### config.mk
export PLATFORM = sky130hd
export DESIGN_NAME = rle_token_decoder
export DESIGN_NICKNAME = d
export VERILOG_FILES = /design/src/rtl/tinycodec_pkg.sv /design/src/rtl/rle_token_decoder.sv
export SDC_FILE = /design/constraint.sdc
export NUM_CORES = 1
export LEC_CHECK = 0
export ABC_AREA = 1
export CORE_ASPECT_RATIO = 0.75
export CORE_MARGIN = 5
export CORE_UTILIZATION = 30
export CTS_CLUSTER_SIZE = 24
export DETAILED_ROUTE_END_ITERATION = 6
export MAX_ROUTING_LAYER = met4
export SYNTH_ARGS = -nofsm -noshare
export SYNTH_HDL_FRONTEND = slang
export SYNTH_SLANG_ARGS = --single-unit
### constraint.sdc
create_clock -name clk_in -period 4.4 [get_ports clk_in]
set_clock_uncertainty 0.2 [all_clocks]
set_input_delay 0.44 -clock clk_in [delete_from_list [all_inputs] [get_ports clk_in]]
set_output_delay 0.44 -clock clk_in [all_outputs]
set_load 0.03 [all_outputs]
### src/rtl/tinycodec_pkg.sv
// Shared types and constants for the tiny codec token path.
package tinycodec_pkg;

  // Token type carried in header bits [7:6]
  typedef enum logic [1:0] {
    TOK_COEF  = 2'b00,
    TOK_EOB   = 2'b01,
    TOK_SHORT = 2'b10,
    TOK_RSVD  = 2'b11
  } tok_type_t;

  localparam int unsigned BLOCK_SIZE = 64;
  localparam int unsigned COEF_W     = 12;
  localparam int unsigned RUN_W      = 6;
  localparam int unsigned POS_W      = 7;

  // Sign-extend a one-byte SHORT payload to a full coefficient
  function automatic logic [COEF_W-1:0] sext_byte(input logic [7:0] b);
    return {{(COEF_W - 8){b[7]}}, b};
  endfunction

endpackage

### src/rtl/rle_token_decoder.sv
// Run-length token unpacker: turns a header/payload byte stream into
// (run, value) pairs, tracks scan position and inserts a fixed idle gap
// after each completed block so the downstream column readout can drain.
module rle_token_decoder
  import tinycodec_pkg::*;
#(
  parameter int unsigned GAP_CYCLES = 10
) (
  input  logic              clk_in,
  input  logic              rst_n_in,
  input  logic [7:0]        byte_in,
  input  logic              byte_valid_in,
  output logic              byte_ready_out,
  output logic [COEF_W-1:0] value_out,
  output logic [RUN_W-1:0]  run_out,
  output logic              valid_out,
  output logic              block_done_out,
  output logic              err_out
);

  localparam int GAP_W = (GAP_CYCLES > 1) ? $clog2(GAP_CYCLES) : 1;

  typedef enum logic [1:0] {
    ST_HDR    = 2'b00,
    ST_VAL_LO = 2'b01,
    ST_VAL_HI = 2'b10,
    ST_GAP    = 2'b11
  } state_t;

  state_t             state_r,    state_nxt_s;
  logic [POS_W-1:0]   pos_r,      pos_nxt_s;
  logic [RUN_W-1:0]   hdr_run_r,  hdr_run_nxt_s;
  tok_type_t          hdr_type_r, hdr_type_nxt_s;
  logic [7:0]         lo_r,       lo_nxt_s;
  logic [GAP_W-1:0]   gap_r,      gap_nxt_s;

  logic               emit_s;
  logic [RUN_W-1:0]   emit_run_s;
  logic [COEF_W-1:0]  emit_val_s;
  logic               err_set_s;
  logic               done_s;
  logic [POS_W-1:0]   rem_s;
  logic [7:0]         sum_s;

  logic               ready_r;
  logic [COEF_W-1:0]  value_r;
  logic [RUN_W-1:0]   run_r;
  logic               valid_r;
  logic               done_r;
  logic               err_r;

  assign byte_ready_out = ready_r;
  assign value_out      = value_r;
  assign run_out        = run_r;
  assign valid_out      = valid_r;
  assign block_done_out = done_r;
  assign err_out        = err_r;

  // Next-state, token assembly and pair emission / block completion logic
  always_comb begin
    state_nxt_s    = state_r;
    pos_nxt_s      = pos_r;
    hdr_run_nxt_s  = hdr_run_r;
    hdr_type_nxt_s = hdr_type_r;
    lo_nxt_s       = lo_r;
    gap_nxt_s      = gap_r;
    emit_s         = 1'b0;
    emit_run_s     = hdr_run_r;
    emit_val_s     = {COEF_W{1'b0}};
    err_set_s      = 1'b0;
    done_s         = 1'b0;
    // Slots left after the current position; used by EOB and by the overshoot clamp
    rem_s          = POS_W'(BLOCK_SIZE - 1) - pos_r;

    case (state_r)
      ST_HDR: begin
        if (byte_valid_in) begin
          hdr_run_nxt_s  = byte_in[5:0];
          hdr_type_nxt_s = tok_type_t'(byte_in[7:6]);
          case (tok_type_t'(byte_in[7:6]))
            TOK_COEF:  state_nxt_s = ST_VAL_LO;
            TOK_SHORT: state_nxt_s = ST_VAL_LO;
            TOK_EOB: begin
              emit_s     = 1'b1;
              emit_run_s = rem_s[RUN_W-1:0];
            end
            TOK_RSVD:  err_set_s = 1'b1;
            default:   err_set_s = 1'b1;
          endcase
        end else begin
          state_nxt_s = ST_HDR;
        end
      end
      ST_VAL_LO: begin
        if (byte_valid_in) begin
          if (hdr_type_r == TOK_SHORT) begin
            emit_s      = 1'b1;
            emit_val_s  = sext_byte(byte_in);
            state_nxt_s = ST_HDR;
          end else begin
            lo_nxt_s    = byte_in;
            state_nxt_s = ST_VAL_HI;
          end
        end else begin
          state_nxt_s = ST_VAL_LO;
        end
      end
      ST_VAL_HI: begin
        if (byte_valid_in) begin
          emit_s      = 1'b1;
          emit_val_s  = {byte_in[3:0], lo_r};
          state_nxt_s = ST_HDR;
          if (byte_in[7:4] != 4'd0) begin
            err_set_s = 1'b1;
          end else begin
            err_set_s = 1'b0;
          end
        end else begin
          state_nxt_s = ST_VAL_HI;
        end
      end
      ST_GAP: begin
        if (gap_r == {GAP_W{1'b0}}) begin
          state_nxt_s = ST_HDR;
        end else begin
          gap_nxt_s = gap_r - GAP_W'(1);
        end
      end
      default: begin
        state_nxt_s = ST_HDR;
      end
    endcase

    sum_s = {1'b0, pos_r} + {2'b00, emit_run_s} + 8'd1;

    if (emit_s) begin
      if (sum_s >= 8'(BLOCK_SIZE)) begin
        done_s      = 1'b1;
        pos_nxt_s   = {POS_W{1'b0}};
        state_nxt_s = ST_GAP;
        gap_nxt_s   = GAP_W'(GAP_CYCLES - 1);
        // A run that spills past the block end is clamped to the last slot
        if (sum_s > 8'(BLOCK_SIZE)) begin
          err_set_s  = 1'b1;
          emit_run_s = rem_s[RUN_W-1:0];
        end else begin
          emit_run_s = emit_run_s;
        end
      end else begin
        pos_nxt_s = sum_s[POS_W-1:0];
      end
    end else begin
      pos_nxt_s = pos_nxt_s;
    end
  end

  // State, position, gap counter and registered outputs
  always_ff @(posedge clk_in or negedge rst_n_in) begin
    if (!rst_n_in) begin
      state_r    <= ST_HDR;
      pos_r      <= {POS_W{1'b0}};
      hdr_run_r  <= {RUN_W{1'b0}};
      hdr_type_r <= TOK_COEF;
      lo_r       <= 8'd0;
      gap_r      <= {GAP_W{1'b0}};
      ready_r    <= 1'b1;
      value_r    <= {COEF_W{1'b0}};
      run_r      <= {RUN_W{1'b0}};
      valid_r    <= 1'b0;
      done_r     <= 1'b0;
      err_r      <= 1'b0;
    end else begin
      state_r    <= state_nxt_s;
      pos_r      <= pos_nxt_s;
      hdr_run_r  <= hdr_run_nxt_s;
      hdr_type_r <= hdr_type_nxt_s;
      lo_r       <= lo_nxt_s;
      gap_r      <= gap_nxt_s;
      ready_r    <= (state_nxt_s != ST_GAP);
      valid_r    <= emit_s;
      done_r     <= done_s;
      err_r      <= err_r | err_set_s;
      if (emit_s) begin
        value_r <= emit_val_s;
        run_r   <= emit_run_s;
      end else begin
        value_r <= value_r;
        run_r   <= run_r;
      end
    end
  end

endmodule

==> summary.txt, run 1 <==
Status
  • Status: finished clean

Yosys
  • Area contributors post-synth: dfrtp_1, nand2_1, inv_1
  • Seq/Total Area, Yosys: between 40 and 50%
  • Synth Area in Adders: under 10%
  • Synth Area in Compound Gates: between 10 and 15%
  • Share of the synthesized area in the top cell type: between 40% and 50%
  • Largest family of logic cells by synthesized area: simple AND/OR/NAND/NOR gates
  • Syn_area_per_cell: ~8 um^2
  • Post-synthesis mux area share: 0%
  • Synth Cell Area: roughly 3000 um^2
  • Dominant cell type by area after synthesis: dfrtp_1
  • Ys Warns: 0
  • Post-synthesis simple-gate area fraction: about 29%
  • Synth Area in XOR/XNOR: less than 1%
  • Synth unique cells: 40
  • Post-Synthesis Cells: approximately 360
  • Mapped Nets: between 300 and 400
  • Seq cells post-synth: between 50 and 60

Clock network
  • CTS root buf: clkbuf_16
  • Clock Tree Buf Depth: 2
  • Reg clk slew, reported paths: approximately 80 ps
  • Htree depth: 2
  • Hold_buf cts: 0
  • Clock latency on the worst-skew pair: about 290 ps
  • Num Clock Sinks: 51
  • Post-CTS sizing: 0
  • Post-CTS setup buffers: 0
  • CTS tree: done
  • CTS buffer count: 5

STA
  • Tcrit/Tclk final: a little over four fifths
  • Pins Over Slew Limit: 0
  • RSZ-0062 raised after global routing: false
  • Max Fclk: 270 MHz
  • Slew HR: between 50% and 60%
  • Min Hold Slack: 67.8 ps
  • Setup Total Neg Slack: 0 ps
  • Final Hold Vio Count: 0
  • Worst-margin pin slew: roughly 650 ps
  • Minimum clock period: 3700 ps
  • Finish-stage setup viols: 0

Setup path
  • CP Data Required Time: 4370 ps
  • CP Data Arrival Time: 3680 ps
  • R2R cell count: 20
  • Critical setup path kind: reg -> reg
  • Crit start category: flop
  • Worst-path fanout max: 16
  • Critical Path End Type: flop

Placement
  • I/O Buffers: 32
  • Detail Placement HPWL: approximately 5200 um
  • DP Area: 3400 um^2
  • Gpl congestion: about 0.87
  • Dpl cells: a little over 500

Floorplanning
  • Core ar.: between 9000 and 10000 um^2
  • Initial Utilization: ~31%
  • FP Rows: 31
  • Die Y: roughly 96 um
  • DIE AREA: ~12000 um^2
  • IO Pins: 33
  • Die Wd: about 130 um

Global routing
  • Antenna violations before repair: 0
  • Remaining Overflow, GRT: 0
  • Gr usage total: around an eighth
  • Wire length of the first global-routing pass: between 10000 and 15000 um
  • Largest net degree at the start of global routing: 52
  • Vias in the first global route: 2516

Final layout
  • P&R area growth vs syn: 19.7%
  • Post-Layout Inst Area: between 3000 and 4000 um^2
  • Final Core Density: a little under two fifths
  • Fillers: a little over 1k
  • Antenna cells: 0
  • Sequential cell area: 1280 um^2
  • Footprint of the multi-input gates: ~1400 um^2
  • Final net count: 420
  • Final Non-Filler Cells: around 530
  • Share of cells above drive strength 1: 10.9%

Routing
  • Antenna-violating nets left: 0
  • Vias post-DR: about 2.4k
  • DRC viols: 0
  • DRT iter0 DRCs: between 100 and 150
  • WL final: slightly below 7000 um
  • Avg WL per Cell: 13.1 um
  • Pre-antenna DRT Iters: 4
  • Via density: 4.62

Pwr
  • Pwr dens: between 700 and 800 nW/um^2
  • Leakage: between 0.0015 and 0.002 uW
  • Worst vdd ir: approximately 0.00025 V

Run
  • Max_cap viols: 0

Worst hold path
  • Min-Delay Path Class: in -> async
## placed cells by master, fill, tap and decap left out, types with 6 or more instances in the layout
cell type,count
o21ai_0,26
nand2_1,98
a21oi_1,13
nand3_1,33
ha_1,15
nor2_1,7
nand2_2,9
dfrtp_1,50
inv_1,51
o22ai_1,6
clkdlybuf4s50_1,31
## worst max-delay path, stage by stage (launching register included)
cell      delay, ps
dfrtp_1         430
inv_1           160
ha_1            210
nand2_2         180
nor2_2          150
nand2_1         240
nor2_1          160
a21oi_1          70
ha_1            230
fa_1            400
nand3b_1        190
nand2_1         100
nand2_1          90
nand2_1          90
nand2_2         100
nand2_4         100
nand3_4         140
nand2_4         110
nand2_1          70
nand3_1          80
nand2_1          50
## worst paths after layout
kind | slack (ps) | startpoint | endpoint
max in group asynchronous | 3510 | rst_n_in | value_out[11]$_DFFE_PN0P_
worst max register to register | 700 | state_r[0]$_DFF_PN0_ | run_out[1]$_DFFE_PN0P_
worst max-delay path | 700 | state_r[0]$_DFF_PN0_ | run_out[1]$_DFFE_PN0P_
worst min register to register | 280 | run_out[1]$_DFFE_PN0P_ | run_out[1]$_DFFE_PN0P_
min in group clk_in | 280 | run_out[1]$_DFFE_PN0P_ | run_out[1]$_DFFE_PN0P_
worst min-delay path | 70 | rst_n_in | pos_r[0]$_DFFE_PN0P_
## where the power goes
part / switching (uW) / internal, uW
registers: 114 / 638
logic: 873 / 472
clock network: 176 / 271
## per-stage QoR
step	power (uW)	worst slack (ps)
after global placement	2070	695
after global routing	2760	370
after detailed placement	2110	578
after CTS	2560	720
final	2540	695
after floorplan	1790	1310
## sequential cells by signal, indices dropped and copies added, names as in the netlist
register and cells:
state_r 2, gap_r 4, hdr_run_r 6, byte_ready_out 1, lo_r 8, valid_out 1, hdr_type_r 2, run_out 6
block_done_out 1, value_out 12, err_out 1, pos_r 7
## metal layers
metal  vias to the layer above  part of all wire (%)  global-route usage [%]  wire length [um]
met1                      1145                    50                    16.5              3460
met3                         8                   4.6                    3.11               317
li1                       1225                     -                       -                 -
met4                         0                   1.3                    2.80                91
met5                         -                     0                       -                 0
met2                        51                    44                    20.3              3020
## kinds of logic after synthesis
| kind of cell | after synthesis |
|---|---|
| simple gates | 172 |
| buf+inv | 66 |
| fa+ha+maj | 16 |
| compound gates | 56 |
| flops | 51 |
| xor+xnor | 2 |
## final cells by class
cell class | count | share of cell area [%]
Clock buffer | 6 | 3.61
Clock inverter | 2 | 1.09
Inverter | 55 | 5.86
Multi-Input combinational cell | 246 | 39.7
Sequential cell | 51 | 35.8
Tap cell | 132 | 4.63
Timing Repair Buffer | 34 | 9.26
## synthesized netlist by cell type, drive strengths merged
cell,instances
nand3,38
buf,8
xnor2,1
or2,3
nand4,4
a21boi,1
inv,55
xor2,1
a21oi,15
dfstp,1
ha,15
nor2,13
nor3,2
o32ai,5
o22ai,6
dfrtp,50
o21ai,28
nor4,1
fa,1
a31oi,1
clkbuf,3
nand2,109
nand3b,2
No activity file was read; power rests on OpenSTA's default activity.
==> run 2: changes to the inputs <==
clock period = 3.51 ns   (was 4.4 ns; I/O delays follow)
==> run 2 against run 1 <==
Compared with the run above:
- non-clock buffer count is 17 higher
- critical path depth stayed put
- worst setup slack worse by 400 ps
- fmax is 15% higher
- sequential share of layout area is 1.4 points lower
- die area stayed put
- worst hold slack better by 210 ps
- first-iteration DRC count is 48% lower
- combinational power is 35% higher
- power is 30% higher
- critical endpoint unchanged
- largest power group unchanged
==> summary.txt, run 2 (synthesized netlist as in run 1, its figures left out) <==
STA
  • Slew HR: 45.7% (was 56.5%)
  • RSZ-0062 raised after global routing: false (unchanged)
  • Minimum clock period: 3210 ps (was 3700 ps)
  • Tcrit/Tclk final: 91.5% (was 84.2%)
  • Worst-margin pin slew: 815 ps (was 652 ps)
  • Max Fclk: 311 MHz (was 270 MHz)
  • Worst Slack Setup Final: 298 ps (was 695 ps)
  • Pins Over Slew Limit: 0 (unchanged)
  • Final Hold Vio Count: 0 (unchanged)
  • Finish-stage setup viols: 0 (unchanged)

Global routing
  • Met3 GRT Util: 3.05% (was 3.11%)
  • Met2 capacity usage during global routing: 20.2% (was 20.3%)
  • Gr usage total: 13.0% (was 12.7%)
  • Most used routing layer: met2 (unchanged)
  • Vias in the first global route: 2552 (was 2516)
  • M1 GR Usage: 17.4% (was 16.5%)
  • Remaining Overflow, GRT: 0 (unchanged)
  • Wire length of the first global-routing pass: 12400 um (was 12100 um)
  • Antenna violations before repair: 0 (unchanged)
  • Largest net degree at the start of global routing: 36 (was 52)

Routing
  • WL final: 7070 um (was 6890 um)
  • DRT iter0 DRCs: 77 (was 148)
  • Avg WL per Cell: 13.0 um (was 13.1 um)
  • Antenna-violating nets left: 0 (unchanged)
  • Via density: 4.58 (was 4.62)
  • DRC viols: 0 (unchanged)
  • Vias post-DR: 2487 (was 2429)
  • Pre-antenna DRT Iters: 4 (unchanged)

Floorplanning
  • DIE AREA: 12000 um^2 (unchanged)
  • Die Wd: 125 um (unchanged)
  • IO Pins: 33 (unchanged)
  • Die Y: 96.3 um (unchanged)
  • Initial Utilization: 30.8% (unchanged)
  • FP Rows: 31 (unchanged)
  • Core ar.: 9660 um^2 (unchanged)

Final layout
  • Commonest cells after routing, fill and taps aside: nand2_1, inv_1, dfrtp_1 (unchanged)
  • Fillers: 1001 (was 1009)
  • Share of cells above drive strength 1: 15.3% (was 10.9%)
  • Footprint of the multi-input gates: 1430 um^2 (was 1420 um^2)
  • Most common cell after layout, fill and taps aside: nand2_1 (unchanged)
  • Post-Layout Inst Area: 3710 um^2 (was 3570 um^2)
  • Final net count: 437 (was 420)
  • Antenna cells: 0 (unchanged)
  • Max FFs per register: 12 (unchanged)
  • Sequential cell area: 1280 um^2 (about the same)
  • P&R area growth vs syn: 24.6% (was 19.7%)

Pwr
  • Pwr dens: 894 nW/um^2 (was 713 nW/um^2)
  • Leakage: 0.00180 uW (was 0.00171 uW)
  • Pwr Total: 3320 uW (was 2540 uW)
  • Worst vdd ir: 0.000293 V (was 0.000248 V)

Setup path
  • Critical path origin: state_r[1]$_DFF_PN0_ (was state_r[0]$_DFF_PN0_)
  • Slowest cell on the critical path: dfrtp_2 (was dfrtp_1)
  • CP Data Arrival Time: 3190 ps (was 3680 ps)
  • Critical Path, Cell by Cell: inv_2 -> ha_1 -> nand2_2 -> nor2_4 -> nand2_4 -> nor2_1 -> a21oi_1 -> ha_1 -> fa_1 -> nand3b_1 -> nand2_1 -> nand2_1 -> nand2_1 -> nand2_2 -> nand2_4 -> nand3_4 -> nand2_4 -> nand2_1 -> nand3_1 -> nand2_1 (was inv_1 -> ha_1 -> nand2_2 -> nor2_2 -> nand2_1 -> nor2_1 -> a21oi_1 -> ha_1 -> fa_1 -> nand3b_1 -> nand2_1 -> nand2_1 -> nand2_1 -> nand2_2 -> nand2_4 -> nand3_4 -> nand2_4 -> nand2_1 -> nand3_1 -> nand2_1)
  • Critical setup path kind: reg -> reg (unchanged)
  • CP Data Required Time: 3490 ps (was 4370 ps)
  • Crit start category: flop (unchanged)
  • Worst path max stage delay: 450 ps (was 430 ps)
  • Worst-path fanout max: 12 (was 16)
  • Critical Path End Type: flop (unchanged)
  • FF-to-FF Start: state_r[1]$_DFF_PN0_ (was state_r[0]$_DFF_PN0_)
  • Family with the most delay on the worst path: simple AND/OR/NAND/NOR gates (unchanged)
  • Buffer and inverter count on the worst path: 1 (unchanged)
  • Worst path most repeated cell: nand2_1 (unchanged)

Placement
  • I/O Buffers: 32 (unchanged)
  • Detail Placement HPWL: 5360 um (was 5200 um)
  • Gpl congestion: 0.867 (was 0.869)
  • Worst slack at placement: -8.34 ps (was 578 ps)
  • DP Area: 3500 um^2 (was 3400 um^2)

Status
  • Status: finished clean (unchanged)

Clock network
  • CTS buffer count: 5 (unchanged)
  • CTS root buf: clkbuf_16 (unchanged)
  • Reg clk slew, reported paths: 70 ps (was 80 ps)
  • CTS tree: done (unchanged)
  • Htree depth: 2 (unchanged)
  • Clock Tree Buf Depth: 2 (unchanged)
  • Clock latency on the worst-skew pair: 290 ps (about the same)
  • Num Clock Sinks: 51 (unchanged)

Run
  • Max_cap viols: 0 (unchanged)

Worst hold path
  • Min-Delay Path Class: reg -> reg (was in -> async)
  • HP Start: run_out[2]$_DFFE_PN0P_
[run 2: through the flow]
| step | hold WS (ps) | cells | TNS [ps] | util (%) |
|---|---|---|---|---|
| CTS | 288 | 541 | 0 | 38.1 |
| floorplan | -145 | 363 | 0 | - |
| global route | 308 | 543 | 0 | 38.4 |
| finish | 280 | 543 | 0 | 38.4 |
| detailed placement | 270 | 532 | -10.3 | 36.3 |
| global placement | 265 | 532 | 0 | 36.3 |
[run 2: area by class of cell]
| type | count | share of cell area [%] |
|---|---|---|
| well taps | 132 | 4.45 |
| clock inverters | 2 | 1.05 |
| clock buffers | 6 | 3.47 |
| multi-input cells | 246 | 38.5 |
| inverters | 55 | 5.63 |
| repair buffers | 51 | 12.4 |
| flip-flops and latches | 51 | 34.5 |
[run 2: final timing paths]
kind,slack (ps),endpoint,cells after the start
setup reg to reg,300,run_out[1]$_DFFE_PN0P_,20
min in group asynchronous,500,run_out[0]$_DFFE_PN0P_,2
setup / recovery,300,run_out[1]$_DFFE_PN0P_,20
hold reg to reg,280,run_out[2]$_DFFE_PN0P_,2
max in group asynchronous,1870,hdr_run_r[2]$_DFFE_PN0P_,3
hold / removal,280,run_out[2]$_DFFE_PN0P_,2
[run 2: repair_timing]
action	4_1_cts	5_1_grt
hold buffers	1	0
setup endpoints to repair	0	21
resized for setup	0	7
setup buffers	0	2
endpoints found under the hold margin	33	0
[run 2: worst min-delay path, delay by kind of cell (launching register included)]
family | cells | cell delay [ps]
flops | 1 | 340
simple gates | 2 | 100
[run 2: power by group]
| part | internal, uW | total, uW | switching, uW |
|---|---|---|---|
| sequential | 802 | 943 | 141 |
| clock | 340 | 559 | 219 |
| combinational | 691 | 1820 | 1130 |
| total | 1830 | 3320 | 1490 |
[run 2: metal layers]
metal,wire length [um],vias up
li1,-,1262
met1,3610,1171
met2,3080,48
met3,328,6
met4,60,0
met5,0,-
==> run 3: changes to the inputs <==
PLACE_DENSITY = 0.54   (was unset)
==> run 3 against run 2 <==
Compared with the run above:
- first-iteration DRC count grew 81%
- power shrank 2.5%
- die area is the same
- design area shrank 1.3%
- critical endpoint is now run_out[2]$_DFFE_PN0P_
- flip-flop and latch count is the same
- worst setup slack lost 8.3 ps
==> summary.txt, run 3 (synthesized netlist as in run 1, its figures left out) <==
Status
  • Status: finished clean (unchanged)

Final layout
  • Final Core Density: 37.9% (was 38.4%)
  • Max FFs per register: 12 (unchanged)
  • Final net count: 432 (was 437)
  • P&R area growth vs syn: 23.0% (was 24.6%)
  • Fillers: 994 (was 1001)
  • Share of cells above drive strength 1: 15.0% (was 15.3%)
  • Commonest cells after routing, fill and taps aside: nand2_1, inv_1, dfrtp_1 (unchanged)
  • Antenna cells: 0 (unchanged)
  • Footprint of the multi-input gates: 1430 um^2 (about the same)
  • Most common cell after layout, fill and taps aside: nand2_1 (unchanged)
  • Sequential cell area: 1280 um^2 (unchanged)
  • Final Non-Filler Cells: 538 (was 543)
  • Post-Layout Inst Area: 3660 um^2 (was 3710 um^2)

Setup path
  • Critical path origin: state_r[0]$_DFF_PN0_ (was state_r[1]$_DFF_PN0_)
  • Buffer and inverter count on the worst path: 1 (unchanged)
  • Slowest cell on the critical path: dfrtp_1 (was dfrtp_2)
  • Critical Path End Type: flop (unchanged)
  • Crit start category: flop (unchanged)
  • Family with the most delay on the worst path: simple AND/OR/NAND/NOR gates (unchanged)
  • R2r setup slk: 290 ps (was 300 ps)
  • CP Data Required Time: 3490 ps (about the same)
  • FF-to-FF Start: state_r[0]$_DFF_PN0_ (was state_r[1]$_DFF_PN0_)
  • Critical Path, Cell by Cell: inv_2 -> ha_2 -> nand2_2 -> nor2_4 -> nand2_4 -> nor2_1 -> a21oi_1 -> ha_1 -> fa_2 -> nand3b_1 -> nand2_1 -> nand2_1 -> nand2_1 -> nand2_2 -> nand2_4 -> nand3_4 -> nand2_4 -> nand2_1 -> nand3_1 -> nand2_1 (was inv_2 -> ha_1 -> nand2_2 -> nor2_4 -> nand2_4 -> nor2_1 -> a21oi_1 -> ha_1 -> fa_1 -> nand3b_1 -> nand2_1 -> nand2_1 -> nand2_1 -> nand2_2 -> nand2_4 -> nand3_4 -> nand2_4 -> nand2_1 -> nand3_1 -> nand2_1)
  • Worst path max stage delay: 420 ps (was 450 ps)
  • Worst path most repeated cell: nand2_1 (unchanged)
  • Critical setup path kind: reg -> reg (unchanged)
  • CP Data Arrival Time: 3200 ps (was 3190 ps)
  • Worst-path fanout max: 10 (was 12)

Floorplanning
  • DIE AREA: 12000 um^2 (unchanged)
  • FP Rows: 31 (unchanged)
  • Core ar.: 9660 um^2 (unchanged)
  • Die Wd: 125 um (unchanged)
  • Initial Utilization: 30.8% (unchanged)
  • IO Pins: 33 (unchanged)
  • Die Y: 96.3 um (unchanged)

Routing
  • Antenna-violating nets left: 0 (unchanged)
  • DRC viols: 0 (unchanged)
  • Vias post-DR: 2509 (was 2487)
  • WL final: 7170 um (was 7070 um)
  • DRT iter0 DRCs: 139 (was 77)
  • Pre-antenna DRT Iters: 5 (was 4)
  • Via density: 4.66 (was 4.58)
  • Avg WL per Cell: 13.3 um (was 13.0 um)

Global routing
  • Gr usage total: 13.0% (about the same)
  • Wire length of the first global-routing pass: 12300 um (was 12400 um)
  • Remaining Overflow, GRT: 0 (unchanged)
  • Most used routing layer: met2 (unchanged)
  • Met3 GRT Util: 3.16% (was 3.05%)
  • M1 GR Usage: 18.7% (was 17.4%)
  • Met2 capacity usage during global routing: 18.7% (was 20.2%)
  • Antenna violations before repair: 0 (unchanged)
  • Vias in the first global route: 2461 (was 2552)
  • Largest net degree at the start of global routing: 30 (was 36)

Clock network
  • Clock Tree Buf Depth: 2 (unchanged)
  • CTS root buf: clkbuf_16 (unchanged)
  • CTS tree: done (unchanged)
  • CTS buffer count: 5 (unchanged)
  • Reg clk slew, reported paths: 70 ps (about the same)
  • Clock latency on the worst-skew pair: 300 ps (was 290 ps)
  • Num Clock Sinks: 51 (unchanged)
  • Htree depth: 2 (unchanged)

STA
  • Finish-stage setup viols: 0 (unchanged)
  • Worst-margin pin slew: 608 ps (was 815 ps)
  • Slew HR: 59.4% (was 45.7%)
  • Pins Over Slew Limit: 0 (unchanged)
  • Final Hold Vio Count: 0 (unchanged)
  • Tcrit/Tclk final: 91.8% (was 91.5%)
  • Minimum clock period: 3220 ps (was 3210 ps)
  • Max Fclk: 310 MHz (was 311 MHz)

Pwr
  • Leakage: 0.00176 uW (was 0.00180 uW)
  • Pwr Total: 3240 uW (was 3320 uW)
  • Worst vdd ir: 0.000250 V (was 0.000293 V)
  • Pwr dens: 884 nW/um^2 (was 894 nW/um^2)

Placement
  • DP Area: 3470 um^2 (was 3500 um^2)
  • Dpl cells: 528 (was 532)
  • I/O Buffers: 32 (unchanged)
  • Gpl congestion: 0.873 (was 0.867)
  • Detail Placement HPWL: 5430 um (was 5360 um)

Run
  • Max_cap viols: 0 (unchanged)

Worst hold path
  • HP Start: run_out[5]$_DFFE_PN0P_ (was run_out[2]$_DFFE_PN0P_)
  • Min-Delay Path Class: reg -> reg (unchanged)
## run 3: timing repair
action,in CTS,in global routing
resized for setup,0,8
setup buffers,0,1
endpoints found under the hold margin,21,0
endpoints found under the setup margin,0,21
hold buffers,1,0
## run 3: final cells by class
class,instances,share of cell area [%]
sequential,51,34.9
tap,132,4.51
timing repair buffer,46,11.5
clock inverter,3,0.752
multi-input combinational,246,39.2
clock buffer,5,3.42
inverter,55,5.71
## run 3: through the flow
step	setup WS, ps	hold slack, ps	setup TNS [ps]
after floorplan	418	-145	0
after global routing	-1.19	297	-1.19
final	289	276	0
after CTS	69.8	285	0
after global placement	105	178	0
after detailed placement	19.8	184	0
## run 3: worst paths after layout
path,to,depth (start not counted)
hold reg to reg,run_out[5]$_DFFE_PN0P_,2
max in group asynchronous,hdr_run_r[0]$_DFFE_PN0P_,3
setup / recovery,run_out[2]$_DFFE_PN0P_,20
setup reg to reg,run_out[2]$_DFFE_PN0P_,20
hold / removal,run_out[5]$_DFFE_PN0P_,2
min in group asynchronous,pos_r[1]$_DFFE_PN0P_,2
## run 3: metal layers
metal	share of wire, %	vias to the layer above	wire length [um]
met1	53	1188	3780
met4	0.74	0	53
li1	-	1254	-
met2	42	58	3000
met3	4.7	9	339
met5	0	-	0
## run 3: tightest hold or removal path: cells and delay by family, from the launching register on
kind,cells,cell delay [ps]
DFF,1,340
and+or+nand+nor,2,100
## run 3: report_power, final
part           internal (uW)  total (uW)  switching, uW  leakage (uW)
Sequential               801         942            141      0.000644
Clock                    272         516            243     0.0000723
Combinational            660        1780           1120       0.00105
